**config.mk**
```make
export PLATFORM = sky130hd
export DESIGN_NAME = apb_cmd_requester_flat
export DESIGN_NICKNAME = d
export VERILOG_FILES = /design/src/rtl/apb_cmd_requester_if.sv /design/src/rtl/apb_cmd_requester.sv /design/src/flat_wrapper.sv
export SDC_FILE = /design/constraint.sdc
export NUM_CORES = 1
export LEC_CHECK = 0
export CORE_ASPECT_RATIO = 0.7
export CORE_MARGIN = 2
export CORE_UTILIZATION = 39
export DETAILED_ROUTE_END_ITERATION = 7
export HOLD_SLACK_MARGIN = 0.03
export PLACE_DENSITY_LB_ADDON = 0.2
export SLEW_MARGIN = 10
export SYNTH_ARGS = -nofsm -noshare
export SYNTH_HDL_FRONTEND = slang
export SYNTH_SLANG_ARGS = --single-unit
```
**constraint.sdc**
```tcl
create_clock -name pclk -period 2.1 [get_ports pclk]
set_input_delay 0.21 -clock pclk [delete_from_list [all_inputs] [get_ports pclk]]
set_output_delay 0.21 -clock pclk [all_outputs]
set_load 0.05 [all_outputs]
```
**src/rtl/apb_cmd_requester_if.sv**
```systemverilog
// Command/response handshakes plus APB requester signals for apb_cmd_requester.
// Handshakes: a transfer occurs on a rising edge where valid and ready are both 1.
interface apb_cmd_requester_if #(
  parameter int ADDR_W = 32,
  parameter int DATA_W = 32
);
  localparam int STRB_W = DATA_W / 8;

  logic              cmd_valid;
  logic              cmd_ready;
  logic              cmd_write;
  logic [ADDR_W-1:0] cmd_addr;
  logic [DATA_W-1:0] cmd_wdata;
  logic [STRB_W-1:0] cmd_strb;
  logic [2:0]        cmd_prot;

  logic              rsp_valid;
  logic              rsp_ready;
  logic [DATA_W-1:0] rsp_rdata;
  logic              rsp_err;

  logic [3:0]        psel;
  logic              penable;
  logic [ADDR_W-1:0] paddr;
  logic              pwrite;
  logic [2:0]        pprot;
  logic [DATA_W-1:0] pwdata;
  logic [STRB_W-1:0] pstrb;
  logic [DATA_W-1:0] prdata;
  logic              pready;
  logic              pslverr;

  // FSM state: 0=IDLE 1=SETUP 2=ACCESS 3=RESP
  logic [1:0]        dbg_state;

  modport master (
    input  cmd_valid, cmd_write, cmd_addr, cmd_wdata, cmd_strb, cmd_prot,
    input  rsp_ready, prdata, pready, pslverr,
    output cmd_ready, rsp_valid, rsp_rdata, rsp_err,
    output psel, penable, paddr, pwrite, pprot, pwdata, pstrb, dbg_state
  );

  modport slave (
    output cmd_valid, cmd_write, cmd_addr, cmd_wdata, cmd_strb, cmd_prot,
    output rsp_ready, prdata, pready, pslverr,
    input  cmd_ready, rsp_valid, rsp_rdata, rsp_err,
    input  psel, penable, paddr, pwrite, pprot, pwdata, pstrb, dbg_state
  );
endinterface

```
**src/rtl/apb_cmd_requester.sv**
```systemverilog
// Single-outstanding APB requester: command port -> IDLE/SETUP/ACCESS -> response port.
// Optional ACCESS timeout enabled by defining APB_TIMEOUT_EN.
module apb_cmd_requester #(
  parameter int ADDR_W      = 32,
  parameter int DATA_W      = 32,
  parameter int SEL_LSB     = 5,
  parameter int TIMEOUT_CYC = 16
) (
  input logic                   pclk,
  input logic                   preset,
  apb_cmd_requester_if.master   bus
);

  typedef enum logic [1:0] {IDLE, SETUP, ACCESS, RESP} state_t;
  state_t state;

  logic [3:0] sel_onehot;
  logic       decode_err;

  always_comb begin
    sel_onehot = 4'b0001 << bus.cmd_addr[SEL_LSB+1:SEL_LSB];
    decode_err = |bus.cmd_addr[ADDR_W-1:SEL_LSB+2];
  end

`ifdef APB_TIMEOUT_EN
  localparam int CNT_W = $clog2(TIMEOUT_CYC + 1);
  logic [CNT_W-1:0] to_cnt;
`endif

  assign bus.dbg_state = state;

  always_ff @(posedge pclk) begin
    if (preset) begin
      state         <= IDLE;
      bus.cmd_ready <= 1'b1;
      bus.rsp_valid <= 1'b0;
      bus.rsp_rdata <= '0;
      bus.rsp_err   <= 1'b0;
      bus.psel      <= '0;
      bus.penable   <= 1'b0;
      bus.paddr     <= '0;
      bus.pwrite    <= 1'b0;
      bus.pprot     <= '0;
      bus.pwdata    <= '0;
      bus.pstrb     <= '0;
`ifdef APB_TIMEOUT_EN
      to_cnt        <= '0;
`endif
    end else begin
      unique case (state)
        IDLE: begin
          // cmd_ready is 1 throughout IDLE, so valid alone marks acceptance
          if (bus.cmd_valid) begin
            bus.cmd_ready <= 1'b0;
            if (decode_err) begin
              state         <= RESP;
              bus.rsp_valid <= 1'b1;
              bus.rsp_err   <= 1'b1;
              bus.rsp_rdata <= '0;
            end else begin
              state       <= SETUP;
              bus.psel    <= sel_onehot;
              bus.paddr   <= bus.cmd_addr;
              bus.pwrite  <= bus.cmd_write;
              bus.pprot   <= bus.cmd_prot;
              bus.pwdata  <= bus.cmd_wdata;
              bus.pstrb   <= bus.cmd_write ? bus.cmd_strb : '0;
            end
          end
        end
        SETUP: begin
          state       <= ACCESS;
          bus.penable <= 1'b1;
`ifdef APB_TIMEOUT_EN
          to_cnt      <= '0;
`endif
        end
        ACCESS: begin
          if (bus.pready) begin
            state         <= RESP;
            bus.psel      <= '0;
            bus.penable   <= 1'b0;
            bus.rsp_valid <= 1'b1;
            bus.rsp_rdata <= bus.pwrite ? '0 : bus.prdata;
            bus.rsp_err   <= bus.pslverr;
          end
`ifdef APB_TIMEOUT_EN
          // Abort on the TIMEOUT_CYC-th stalled ACCESS cycle
          else if (to_cnt == CNT_W'(TIMEOUT_CYC - 1)) begin
            state         <= RESP;
            bus.psel      <= '0;
            bus.penable   <= 1'b0;
            bus.rsp_valid <= 1'b1;
            bus.rsp_rdata <= '0;
            bus.rsp_err   <= 1'b1;
          end else begin
            to_cnt <= to_cnt + CNT_W'(1);
          end
`endif
        end
        RESP: begin
          if (bus.rsp_ready) begin
            state         <= IDLE;
            bus.rsp_valid <= 1'b0;
            bus.cmd_ready <= 1'b1;
          end
        end
        default: state <= IDLE;
      endcase
    end
  end

endmodule

```
**src/flat_wrapper.sv**
```systemverilog
// flat-port wrapper written by rule: the top's interface ports become plain ports
module apb_cmd_requester_flat 
#(
  parameter int ADDR_W      = 32,
  parameter int DATA_W      = 32,
  parameter int SEL_LSB     = 5,
  parameter int TIMEOUT_CYC = 16
)
  (pclk, preset, bus_cmd_valid, bus_cmd_write, bus_cmd_addr, bus_cmd_wdata, bus_cmd_strb, bus_cmd_prot, bus_rsp_ready, bus_prdata, bus_pready, bus_pslverr, bus_cmd_ready, bus_rsp_valid, bus_rsp_rdata, bus_rsp_err, bus_psel, bus_penable, bus_paddr, bus_pwrite, bus_pprot, bus_pwdata, bus_pstrb, bus_dbg_state);
  apb_cmd_requester_if #(.ADDR_W(ADDR_W), .DATA_W(DATA_W)) bus_i ();
  input logic pclk;
  input logic preset;
  input wire logic [$bits(bus_i.cmd_valid)-1:0] bus_cmd_valid;
  input wire logic [$bits(bus_i.cmd_write)-1:0] bus_cmd_write;
  input wire logic [$bits(bus_i.cmd_addr)-1:0] bus_cmd_addr;
  input wire logic [$bits(bus_i.cmd_wdata)-1:0] bus_cmd_wdata;
  input wire logic [$bits(bus_i.cmd_strb)-1:0] bus_cmd_strb;
  input wire logic [$bits(bus_i.cmd_prot)-1:0] bus_cmd_prot;
  input wire logic [$bits(bus_i.rsp_ready)-1:0] bus_rsp_ready;
  input wire logic [$bits(bus_i.prdata)-1:0] bus_prdata;
  input wire logic [$bits(bus_i.pready)-1:0] bus_pready;
  input wire logic [$bits(bus_i.pslverr)-1:0] bus_pslverr;
  output wire logic [$bits(bus_i.cmd_ready)-1:0] bus_cmd_ready;
  output wire logic [$bits(bus_i.rsp_valid)-1:0] bus_rsp_valid;
  output wire logic [$bits(bus_i.rsp_rdata)-1:0] bus_rsp_rdata;
  output wire logic [$bits(bus_i.rsp_err)-1:0] bus_rsp_err;
  output wire logic [$bits(bus_i.psel)-1:0] bus_psel;
  output wire logic [$bits(bus_i.penable)-1:0] bus_penable;
  output wire logic [$bits(bus_i.paddr)-1:0] bus_paddr;
  output wire logic [$bits(bus_i.pwrite)-1:0] bus_pwrite;
  output wire logic [$bits(bus_i.pprot)-1:0] bus_pprot;
  output wire logic [$bits(bus_i.pwdata)-1:0] bus_pwdata;
  output wire logic [$bits(bus_i.pstrb)-1:0] bus_pstrb;
  output wire logic [$bits(bus_i.dbg_state)-1:0] bus_dbg_state;
  assign bus_i.cmd_valid = bus_cmd_valid;
  assign bus_i.cmd_write = bus_cmd_write;
  assign bus_i.cmd_addr = bus_cmd_addr;
  assign bus_i.cmd_wdata = bus_cmd_wdata;
  assign bus_i.cmd_strb = bus_cmd_strb;
  assign bus_i.cmd_prot = bus_cmd_prot;
  assign bus_i.rsp_ready = bus_rsp_ready;
  assign bus_i.prdata = bus_prdata;
  assign bus_i.pready = bus_pready;
  assign bus_i.pslverr = bus_pslverr;
  assign bus_cmd_ready = bus_i.cmd_ready;
  assign bus_rsp_valid = bus_i.rsp_valid;
  assign bus_rsp_rdata = bus_i.rsp_rdata;
  assign bus_rsp_err = bus_i.rsp_err;
  assign bus_psel = bus_i.psel;
  assign bus_penable = bus_i.penable;
  assign bus_paddr = bus_i.paddr;
  assign bus_pwrite = bus_i.pwrite;
  assign bus_pprot = bus_i.pprot;
  assign bus_pwdata = bus_i.pwdata;
  assign bus_pstrb = bus_i.pstrb;
  assign bus_dbg_state = bus_i.dbg_state;
  apb_cmd_requester #(.ADDR_W(ADDR_W), .DATA_W(DATA_W), .SEL_LSB(SEL_LSB), .TIMEOUT_CYC(TIMEOUT_CYC)) u_core (.pclk(pclk), .preset(preset), .bus(bus_i));
endmodule
```
==> results.yml, run 1 <==
sta:
  slew_viol_final: 0
  fin_skew_ns: 0.00840
  fin_crit_sh_pct: 89.7
  hold_viol_final: 0
  slew_headroom_pct: 62.9
  fin_crit_ns: 1.88
  grt_setup_unrepaired: "no"
  setup_viol: 0
  fmax_mhz: 531
  worst_pin_slew_ns: 0.554
  fin_tns_setup_ns: 0
clock_tree:
  tritoncts: "yes"
  cts_buffers: 17
  clock_path_buffers: 2
  cts.sinks: 114
  ctsHoldBuffers: 0
  clk_pin_slew_ns: 0.06
  clock_latency_ns: 0.40
  cts_root_buffer: "clkbuf_16"
  htreeDepth: 4
global_route:
  grt_max_degree: 48
  antenna_found_initial: 0
  gr-total-overflow: 0
  grt_pass1_wl_mm: 19.6
  grt_pass1_vias: 3941
  grt.total_usage_pct: 21.3
yosys:
  synth_compound_area_share_pct: 9.25
  ys_warn_count: 0
  syn_inst: 467
  synthMuxAreaShare_pct: 8.04
  ys.flop_type: "dfxtp_1"
  synth_top_family_by_area: "simple AND/OR/NAND/NOR gates"
  postSynthAreaPerCell_um2: 8.84
  ys_seq_area_share_pct: 55.3
  async_flop_share_pct: 0
  ys_ff_latch: 114
  syn_nets: 582
  synth_xor_xnor_area_share_pct: 0
  synth-adder-area-share_pct: 1.52
  syn_area_um2: 4130
  synthSimpleGateAreaFrac_pct: 21.7
  synth-edff-count: 0
  synth.distinct_cells: 34
route:
  wl_met1_mm: 5.42
  wl_mm: 12.3
  wl_met2_mm: 5.84
  wl_per_cell_um: 14.5
  vias_per_cell: 4.74
  met3_length_um: 968
  initialDrtViolationCount: 194
  highest_layer: "met4"
  vias: 4016
  drtPass1Iterations: 4
  detail-route-antenna-nets: 0
  drc: 0
power_and_ir_drop:
  p_comb_share_pct: 29.1
  pwr-share-clk_pct: 38.1
  p_int_mw: 5.01
  ir_worst_vdd_uv: 686
  swShare_pct: 31.3
  power_density_nw_per_um2: 1000
  power_frac_seq_pct: 32.8
  p_sw_mw: 2.28
  p_leak_nw: 2.76
setup_path:
  worst_ep_required_time_ns: 2.37
  arrival_ns: 2.16
  worstPathMaxFanout: 7
  critical-path-top-delay-family: "simple AND/OR/NAND/NOR gates"
  cp-end-kind: "flop"
  path_buf_inv: 3
  path_common_cell: "buf_4"
  critPathMaxStageDelay_ns: 0.57
  path_class: "in -> reg"
  slowest_stage: "or4_4"
  path_cells: "clkdlybuf4s50_1 -> nor4_1 -> nand4_1 -> or4_4 -> buf_4 -> buf_4 -> nand2_1 -> a21oi_1"
  startpoint_type: "input pin"
flow_run:
  cap_violations: 0
die:
  dieHeight_um: 90.1
  die_x_um: 127
  core_um2: 10300
  die-area_um2: 11400
  start_util_pct: 40.0
  num_io_pins: 224
  rows: 31
finish:
  multiInputGateArea_um2: 1740
  nets: 817
  layout-drive-gt1-share_pct: 9.79
  syn2layout_area_growth_pct: 76.7
  seq_area_um2: 2280
  antenna_cells: 0
  n_fill_cell: 783
  finalNonFillerCells: 847
place:
  gp_congestion: 0.757
  io_buffers: 223
  dp_cells: 815
  place_hpwl_mm: 8.98
run_status:
  status: "complete, no violations"
min_path:
  min_path_type: "in -> reg"
stage by stage:
step / worst slack (ns) / hold WS (ns) / util [%] / power (mW) / instance area [µm²]
global placement: -0.320 / 0.437 / 64.6 / 4.50 / 6660
global route: 0.0816 / 0.226 / 70.7 / 7.59 / 7290
floorplan: 0.0182 / 0.298 / - / 3.70 / 4130
CTS: 0.0486 / 0.209 / 70.2 / 7.35 / 7250
detailed placement: -0.372 / 0.442 / 64.6 / 4.54 / 6660
finish: 0.216 / 0.224 / 70.7 / 7.29 / 7290
sequential cells by signal, summed over array words and instances, names as in the netlist:
name                  flops
u_core.bus.rsp_valid      1
u_core.bus.paddr         32
u_core.bus.pprot          3
u_core.bus.pstrb          4
u_core.bus.psel           4
u_core.bus.rsp_err        1
u_core.bus.pwdata        32
u_core.bus.pwrite         1
u_core.bus.rsp_rdata     32
u_core.bus.cmd_ready      1
u_core.bus.penable        1
u_core.bus.dbg_state      2
layout by cell type, fill, tap and decap left out, types with 2 or more instances in the layout:
cell type / count
a211o_1: 2
a21oi_1: 48
a22o_1: 2
and3_1: 25
buf_12: 6
buf_4: 18
bufinv_16: 2
clkbuf_16: 17
clkdlybuf4s50_1: 222
clkinv_2: 3
clkinv_4: 4
clkinvlp_4: 3
dfxtp_1: 112
dfxtp_2: 2
ha_1: 4
inv_1: 6
inv_6: 3
mux2i_1: 32
nand2_1: 160
nand3_1: 5
nand4_1: 2
nor2_1: 6
nor4_1: 2
nor4_2: 3
nor4_4: 2
o21ai_1: 3
o2bb2ai_1: 2
cells in the mapped netlist (2+ instances only):
master,count,area [µm²]
o21ai_1,3,15.0
o2bb2ai_1,2,17.5
mux2i_1,32,320
clkbuf_1,18,67.6
buf_2,11,55.1
ha_1,5,62.6
inv_1,6,22.5
nand4_1,2,12.5
a22o_1,2,17.5
and3_1,25,156
buf_4,3,22.5
nand3_1,5,25.0
nor4_1,6,37.5
nand2_1,160,601
dfxtp_1,114,2280
a211o_1,2,17.5
nor2_1,6,22.5
nor3_1,2,10.0
a21oi_1,48,240
timing repair:
action | in CTS | in global routing
buffers inserted | 0 | 0
endpoints found under the setup margin | 0 | 70
gates resized for setup | 0 | 8
hold endpoints to repair | 0 | 0
power groups by stage:
stage	clock [mW]	sequential (mW)	combinational [mW]
2_1_floorplan	0	2.90	0.803
3_3_place_gp	0	2.43	2.08
3_5_place_dp	0	2.43	2.11
4_1_cts	2.84	2.39	2.12
5_1_grt	2.94	2.40	2.24
6_report	2.78	2.39	2.12
cells by family (layout without fill, tap and decap cells):
| kind of cell | Yosys count | in the layout |
|---|---|---|
| compound gates | 66 | 66 |
| fa+ha+maj | 5 | 5 |
| buf+inv | 39 | 287 |
| flops | 114 | 114 |
| mux | 33 | 33 |
| simple gates | 210 | 210 |
metal layers:
metal,vias up,GRT usage [%]
li1,2024,-
met1,1856,26.6
met2,130,34.1
met5,-,0
met3,6,8.10
met4,0,6.87
final cells by class:
| type | instances | share of cell area (%) |
|---|---|---|
| clock buffers | 17 | 5.83 |
| flip-flops and latches | 114 | 31.3 |
| multi-input cells | 314 | 23.8 |
| well taps | 132 | 2.26 |
| inverters | 7 | 0.360 |
| repair buffers | 248 | 34.2 |
| clock inverters | 15 | 2.18 |
path summary, 6_finish.rpt:
kind / start / to / slack (ns) / cells after the start
worst max-delay path: bus_cmd_addr[8] / u_core.bus.pwdata[18]$_SDFFE_PP0P_ / 0.22 / 8
worst min-delay path: preset / u_core.bus.pwdata[4]$_SDFFE_PP0P_ / 0.22 / 2
worst max register to register: u_core.bus.dbg_state[0]$_SDFFE_PP0P_ / u_core.bus.rsp_rdata[27]$_SDFFE_PP0P_ / 0.25 / 7
worst min register to register: u_core.bus.pwdata[15]$_SDFFE_PP0P_ / u_core.bus.pwdata[15]$_SDFFE_PP0P_ / 0.45 / 2
Power figures use the tool's default switching activity.
==> run 2, diff against run 1 <==
--- a/config.mk
+++ b/config.mk
@@ -15,3 +15,4 @@
 export SYNTH_ARGS = -nofsm -noshare
 export SYNTH_HDL_FRONTEND = slang
 export SYNTH_SLANG_ARGS = --single-unit
+export TNS_END_PERCENT = 1
==> results of run 2 <==
Same layout as run 1: the final DEF is identical, and so are final timing and power.
